<file path="src/rtl/sky130_as_sc_hs__sdfrpipe_if.sv">
// Data, valid, enable and scan signals of the sdfrpipe macro, grouped for port connection.
// The driver side uses master; the pipeline itself uses slave.
`timescale 1ns/1ps
interface sky130_as_sc_hs__sdfrpipe_if #(
  parameter int unsigned WIDTH = 8
);
  logic [WIDTH-1:0] D;
  logic             DV;
  logic             DE;
  logic             SCE;
  logic             SCD;
  logic [WIDTH-1:0] Q;
  logic             QV;
  logic             SCQ;

  modport master (
    output D, DV, DE, SCE, SCD,
    input  Q, QV, SCQ
  );

  modport slave (
    input  D, DV, DE, SCE, SCD,
    output Q, QV, SCQ
  );
endinterface

</file>
<file path="src/rtl/sky130_as_sc_hs__sdfrpipe.sv">
// WIDTH x DEPTH enabled register pipeline with a travelling valid bit, asynchronous reset
// to RESET_VAL and one scan chain through every data bit. Power pins are ports only.
`timescale 1ns/1ps
module sky130_as_sc_hs__sdfrpipe #(
  parameter int unsigned      WIDTH     = 8,
  parameter int unsigned      DEPTH     = 2,
  parameter logic [WIDTH-1:0] RESET_VAL = '0
) (
  input logic                        CLK,
  input logic                        RESET,
  sky130_as_sc_hs__sdfrpipe_if.slave bus,
  input logic                        VPWR,
  input logic                        VGND,
  input logic                        VPB,
  input logic                        VNB
);

  if (WIDTH < 1 || WIDTH > 64) begin : g_bad_width
    $error("sky130_as_sc_hs__sdfrpipe: WIDTH must be 1..64");
  end
  if (DEPTH < 1 || DEPTH > 16) begin : g_bad_depth
    $error("sky130_as_sc_hs__sdfrpipe: DEPTH must be 1..16");
  end

  logic [WIDTH-1:0] stage_q [DEPTH];
  logic [WIDTH-1:0] stage_d [DEPTH];
  logic [DEPTH-1:0] valid_q;
  logic [DEPTH-1:0] valid_d;
  logic [DEPTH-1:0] scan_in;

  always_comb begin
    stage_d = stage_q;
    valid_d = valid_q;
    scan_in = '0;
    // Each stage's bit 0 is fed by the MSB of the stage before it, so the chain is continuous.
    scan_in[0] = bus.SCD;
    for (int unsigned s = 1; s < DEPTH; s++) begin
      scan_in[s] = stage_q[s-1][WIDTH-1];
    end
    if (bus.SCE) begin
      for (int unsigned s = 0; s < DEPTH; s++) begin
        stage_d[s] = (stage_q[s] << 1) | WIDTH'(scan_in[s]);
      end
    end else if (bus.DE) begin
      stage_d[0] = bus.D;
      valid_d[0] = bus.DV;
      for (int unsigned s = 1; s < DEPTH; s++) begin
        stage_d[s] = stage_q[s-1];
        valid_d[s] = valid_q[s-1];
      end
    end
  end

  always_ff @(posedge CLK or posedge RESET) begin
    if (RESET) begin
      for (int unsigned s = 0; s < DEPTH; s++) begin
        stage_q[s] <= RESET_VAL;
      end
      valid_q <= '0;
    end else begin
      stage_q <= stage_d;
      valid_q <= valid_d;
    end
  end

  assign bus.Q   = stage_q[DEPTH-1];
  assign bus.QV  = valid_q[DEPTH-1];
  assign bus.SCQ = stage_q[DEPTH-1][WIDTH-1];

endmodule
</file>
<file path="src/flat_wrapper.sv">
// flat-port wrapper written by rule: the top's interface ports become plain ports
module sky130_as_sc_hs__sdfrpipe_flat 
#(
  parameter int unsigned      WIDTH     = 8,
  parameter int unsigned      DEPTH     = 2,
  parameter logic [WIDTH-1:0] RESET_VAL = '0
)
  (CLK, RESET, VPWR, VGND, VPB, VNB, bus_D, bus_DV, bus_DE, bus_SCE, bus_SCD, bus_Q, bus_QV, bus_SCQ);
  sky130_as_sc_hs__sdfrpipe_if #(.WIDTH(WIDTH)) bus_i ();
  input logic CLK;
  input logic RESET;
  input logic VPWR;
  input logic VGND;
  input logic VPB;
  input logic VNB;
  input wire logic [$bits(bus_i.D)-1:0] bus_D;
  input wire logic [$bits(bus_i.DV)-1:0] bus_DV;
  input wire logic [$bits(bus_i.DE)-1:0] bus_DE;
  input wire logic [$bits(bus_i.SCE)-1:0] bus_SCE;
  input wire logic [$bits(bus_i.SCD)-1:0] bus_SCD;
  output wire logic [$bits(bus_i.Q)-1:0] bus_Q;
  output wire logic [$bits(bus_i.QV)-1:0] bus_QV;
  output wire logic [$bits(bus_i.SCQ)-1:0] bus_SCQ;
  assign bus_i.D = bus_D;
  assign bus_i.DV = bus_DV;
  assign bus_i.DE = bus_DE;
  assign bus_i.SCE = bus_SCE;
  assign bus_i.SCD = bus_SCD;
  assign bus_Q = bus_i.Q;
  assign bus_QV = bus_i.QV;
  assign bus_SCQ = bus_i.SCQ;
  sky130_as_sc_hs__sdfrpipe #(.WIDTH(WIDTH), .DEPTH(DEPTH), .RESET_VAL(RESET_VAL)) u_core (.CLK(CLK), .RESET(RESET), .bus(bus_i), .VPWR(VPWR), .VGND(VGND), .VPB(VPB), .VNB(VNB));
endmodule
</file>
<file path="config.mk">
export PLATFORM = sky130hd
export DESIGN_NAME = sky130_as_sc_hs__sdfrpipe_flat
export DESIGN_NICKNAME = d
export VERILOG_FILES = /design/src/rtl/sky130_as_sc_hs__sdfrpipe_if.sv /design/src/rtl/sky130_as_sc_hs__sdfrpipe.sv /design/src/flat_wrapper.sv
export SDC_FILE = /design/constraint.sdc
export NUM_CORES = 1
export LEC_CHECK = 0
export CAP_MARGIN = 10
export CORE_MARGIN = 1.5
export CORE_UTILIZATION = 25
export CTS_CLUSTER_DIAMETER = 100
export CTS_CLUSTER_SIZE = 24
export DETAILED_ROUTE_END_ITERATION = 8
export GPL_TIMING_DRIVEN = 0
export PLACE_DENSITY = 0.58
export SETUP_SLACK_MARGIN = 0.3
export SYNTH_ARGS = -nofsm -noshare
export SYNTH_HDL_FRONTEND = slang
export SYNTH_SLANG_ARGS = --single-unit
</file>
<file path="constraint.sdc">
create_clock -name CLK -period 0.89 [get_ports CLK]
set_clock_uncertainty 0.05 [all_clocks]
set_input_delay 0.178 -clock CLK [delete_from_list [all_inputs] [get_ports CLK]]
set_output_delay 0.178 -clock CLK [all_outputs]
set_load 0.02 [all_outputs]
</file>
==> summary.md <==
| Metric | Value |
|---|---|
| Post-synthesis cell type count | 12 |
| Setup TNS | -3090 ps |
| Crit path DAT | 950 ps |
| Die Area | 3940 um2 |
| Critical setup path kind | flop to output port |
| Inserted Diodes | 0 |
| Crit path required time | 660 ps |
| Tcrit/Tclk final | 132% |
| Largest net degree at the start of global routing | 19 |
| Area leader, netlist | dfrtp_1 |
| Share of cells above drive strength 1 | 37.9% |
| Post-synth top area share | 50.5% |
| Syn_area_per_cell | 10.7 um2 |
| Placement Rows | 21 |
| Mapped Nets | 101 |
| First-pass GRT wire length | 3340 um |
| DRT iter0 DRCs | 35 |
| Post-route minimum period | 1170 ps |
| Routed Wire Length | 1940 um |
| Fill cells | 337 |
| DRT Pass-1 Iters | 4 |
| Max-cap check violation count | 0 |
| Worst-Skew Late Latency | 290 ps |
| Post-synthesis register bit count | 18 |
| Ys async rst share | 100% |
| Total GRT Usage | 10.4% |
| Failing checks | negative setup slack |
| Drt drc | 0 |
| Synthesized cell area | 892 um2 |
| Wire per inst | 11.4 um |
| Synth cell count leaders | dfrtp_1, mux2i_1, nand2_1, o21ai_1, buf_4 |
| Vias per inst | 4.16 |
| R2r setup slk | -120 ps |
| Final hold vios | 0 |
| Synth top area cells | dfrtp_1, mux2i_1, buf_4 |
| Number of warning messages in the yosys log | 0 |
| Number of synthesized flops with an enable pin | 0 |
| Final nets | 143 |
| CTS buffer count | 3 |
| Hold buffers post-CTS | 0 |
| Vias in the first global route | 701 |
| Core box area | 3390 um2 |
| Max Slew Vio Count | 0 |
| Clk root buf | clkbuf_4 |
| Die Ht | 62.7 um |
| IO Port Bufs | 22 |
| Ys flop type | dfrtp_1 |
| Total power | 2.46 mW |
| Fmax | 0.852 GHz |
| Count leader, synth | dfrtp_1 |
| CTS Sinks | 18 |
| Placer congestion estimate | 0.686 |
| Worst Slack Setup Final | -284 ps |
| Area grow syn2layout | 59.0% |
| Final setup fails | 17 |
| Die W | 62.7 um |
| DR vias | 707 |
| CP max FO | 3 |
| Antenna-violating nets left | 0 |
| Longest Clk Path Bufs | 2 |
| Cell count after placement | 151 |
| Slew @ Worst Pin | 253 ps |
| Register area share after synthesis | 50.5% |
| Remaining Overflow, GRT | 0 |
| Clk slew on worst S/H paths | 110 ps |
| Run status | complete, but fails checks |
| Min Hold Slack | 162 ps |
| RSZ-0062 raised after global routing | yes |
| I/O pins | 28 |
| Critical Path End Type | output port |
| Initial core utilization | 26.3% |
| Initial antenna violation count | 0 |
| H-tree levels | 1 |
| Peak supply drop | 591 uV |
| CP startpoint kind | flop |
| Pwr per Cell Area | 1730 nW/um2 |
| Final Instance Count excl. Fillers | 170 |
| Post-DP HPWL | 1300 um |
| Headroom to the max-slew limit | 83.2% |
| Lkg Pwr | 0.680 nW |
| Syn Inst Count | 83 |
| Hold Path Class | input port to flop |
| CTS tree | built |
==> area by class of cell <==
class,instances,area [um2],area share [%]
Multi-Input combinational cell,51,344,24.3
Buffer,13,140,9.88
Tap cell,46,57.6,4.06
Sequential cell,18,452,31.8
Inverter,1,7.51,0.529
Timing Repair Buffer,37,382,26.9
Clock buffer,4,36.3,2.56
==> what timing repair did <==
item / 4_1_cts / 5_1_grt
pin swaps: 3 / 5
gates resized for setup: 64 / 5
endpoints found under the setup margin: 46 / 29
buffers inserted: 8 / 7
endpoints found under the hold margin: 0 / 0
==> registers in the layout, indices dropped and copies added, names as in the netlist <==
signal	flops
u_core.scan_in	1
u_core.stage_q	7
u_core.valid_q	2
u_core.bus.Q	8
==> worst max-delay path: stages, from the launching register on <==
cell and delay, ps:
dfrtp_2 430, buf_6 110, buf_6 120
==> routing by layer <==
| layer | vias to the layer above | wire length [um] | track usage, % |
|---|---|---|---|
| li1 | 357 | - | - |
| met1 | 335 | 974 | 14.8 |
| met2 | 13 | 886 | 15.9 |
| met3 | 2 | 53 | 1.62 |
| met4 | 0 | 27 | 4.17 |
| met5 | - | 0 | 0 |
==> power by group <==
part | switching (mW) | total, mW | internal [mW]
Combinational | 0.345 | 0.926 | 0.581
Clock | 0.250 | 0.498 | 0.249
Sequential | 0.0952 | 1.03 | 0.939
==> cells by family after synthesis <==
group                  count (synthesis)  share of synthesized area (%)
muxes                                 18                           20.5
AOI/OAI and AO/OA                     16                           8.98
and+or+nand+nor                       17                           8.27
DFF                                   18                           50.5
buffers and inverters                 14                           11.8
==> metrics by stage <==
stage	util, %	setup WS (ps)	area, um2
after floorplan	-	-15.0	940
after CTS	39.4	-293	1340
after detailed placement	35.9	-498	1220
after global routing	41.9	-321	1420
final	41.9	-284	1420
after global placement	35.9	-468	1220
==> placed cells by master (no fill, tap or decap), types with 2 or more instances in the layout <==
cell,Yosys,final
buf_6,1,25
dfrtp_1,18,17
mux2i_1,16,16
nand2_1,16,16
o21ai_1,10,16
clkdlybuf4s50_1,0,11
buf_4,8,6
buf_2,3,4
clkbuf_4,0,3
buf_12,0,2
mux2_4,0,2
==> worst paths after layout <==
check,endpoint,start,depth (start not counted)
worst max-delay path,bus_Q[7],u_core.bus.Q[7],2
worst min-delay path,u_core.bus.Q[5],bus_DE,3
worst max register to register,u_core.bus.Q[2],u_core.bus.Q[2],4
worst min register to register,u_core.valid_q[0],u_core.valid_q[0],1
max in group asynchronous,u_core.bus.Q[7],RESET,3
min in group asynchronous,u_core.valid_q[1],RESET,3
Power figures use the tool's default switching activity.
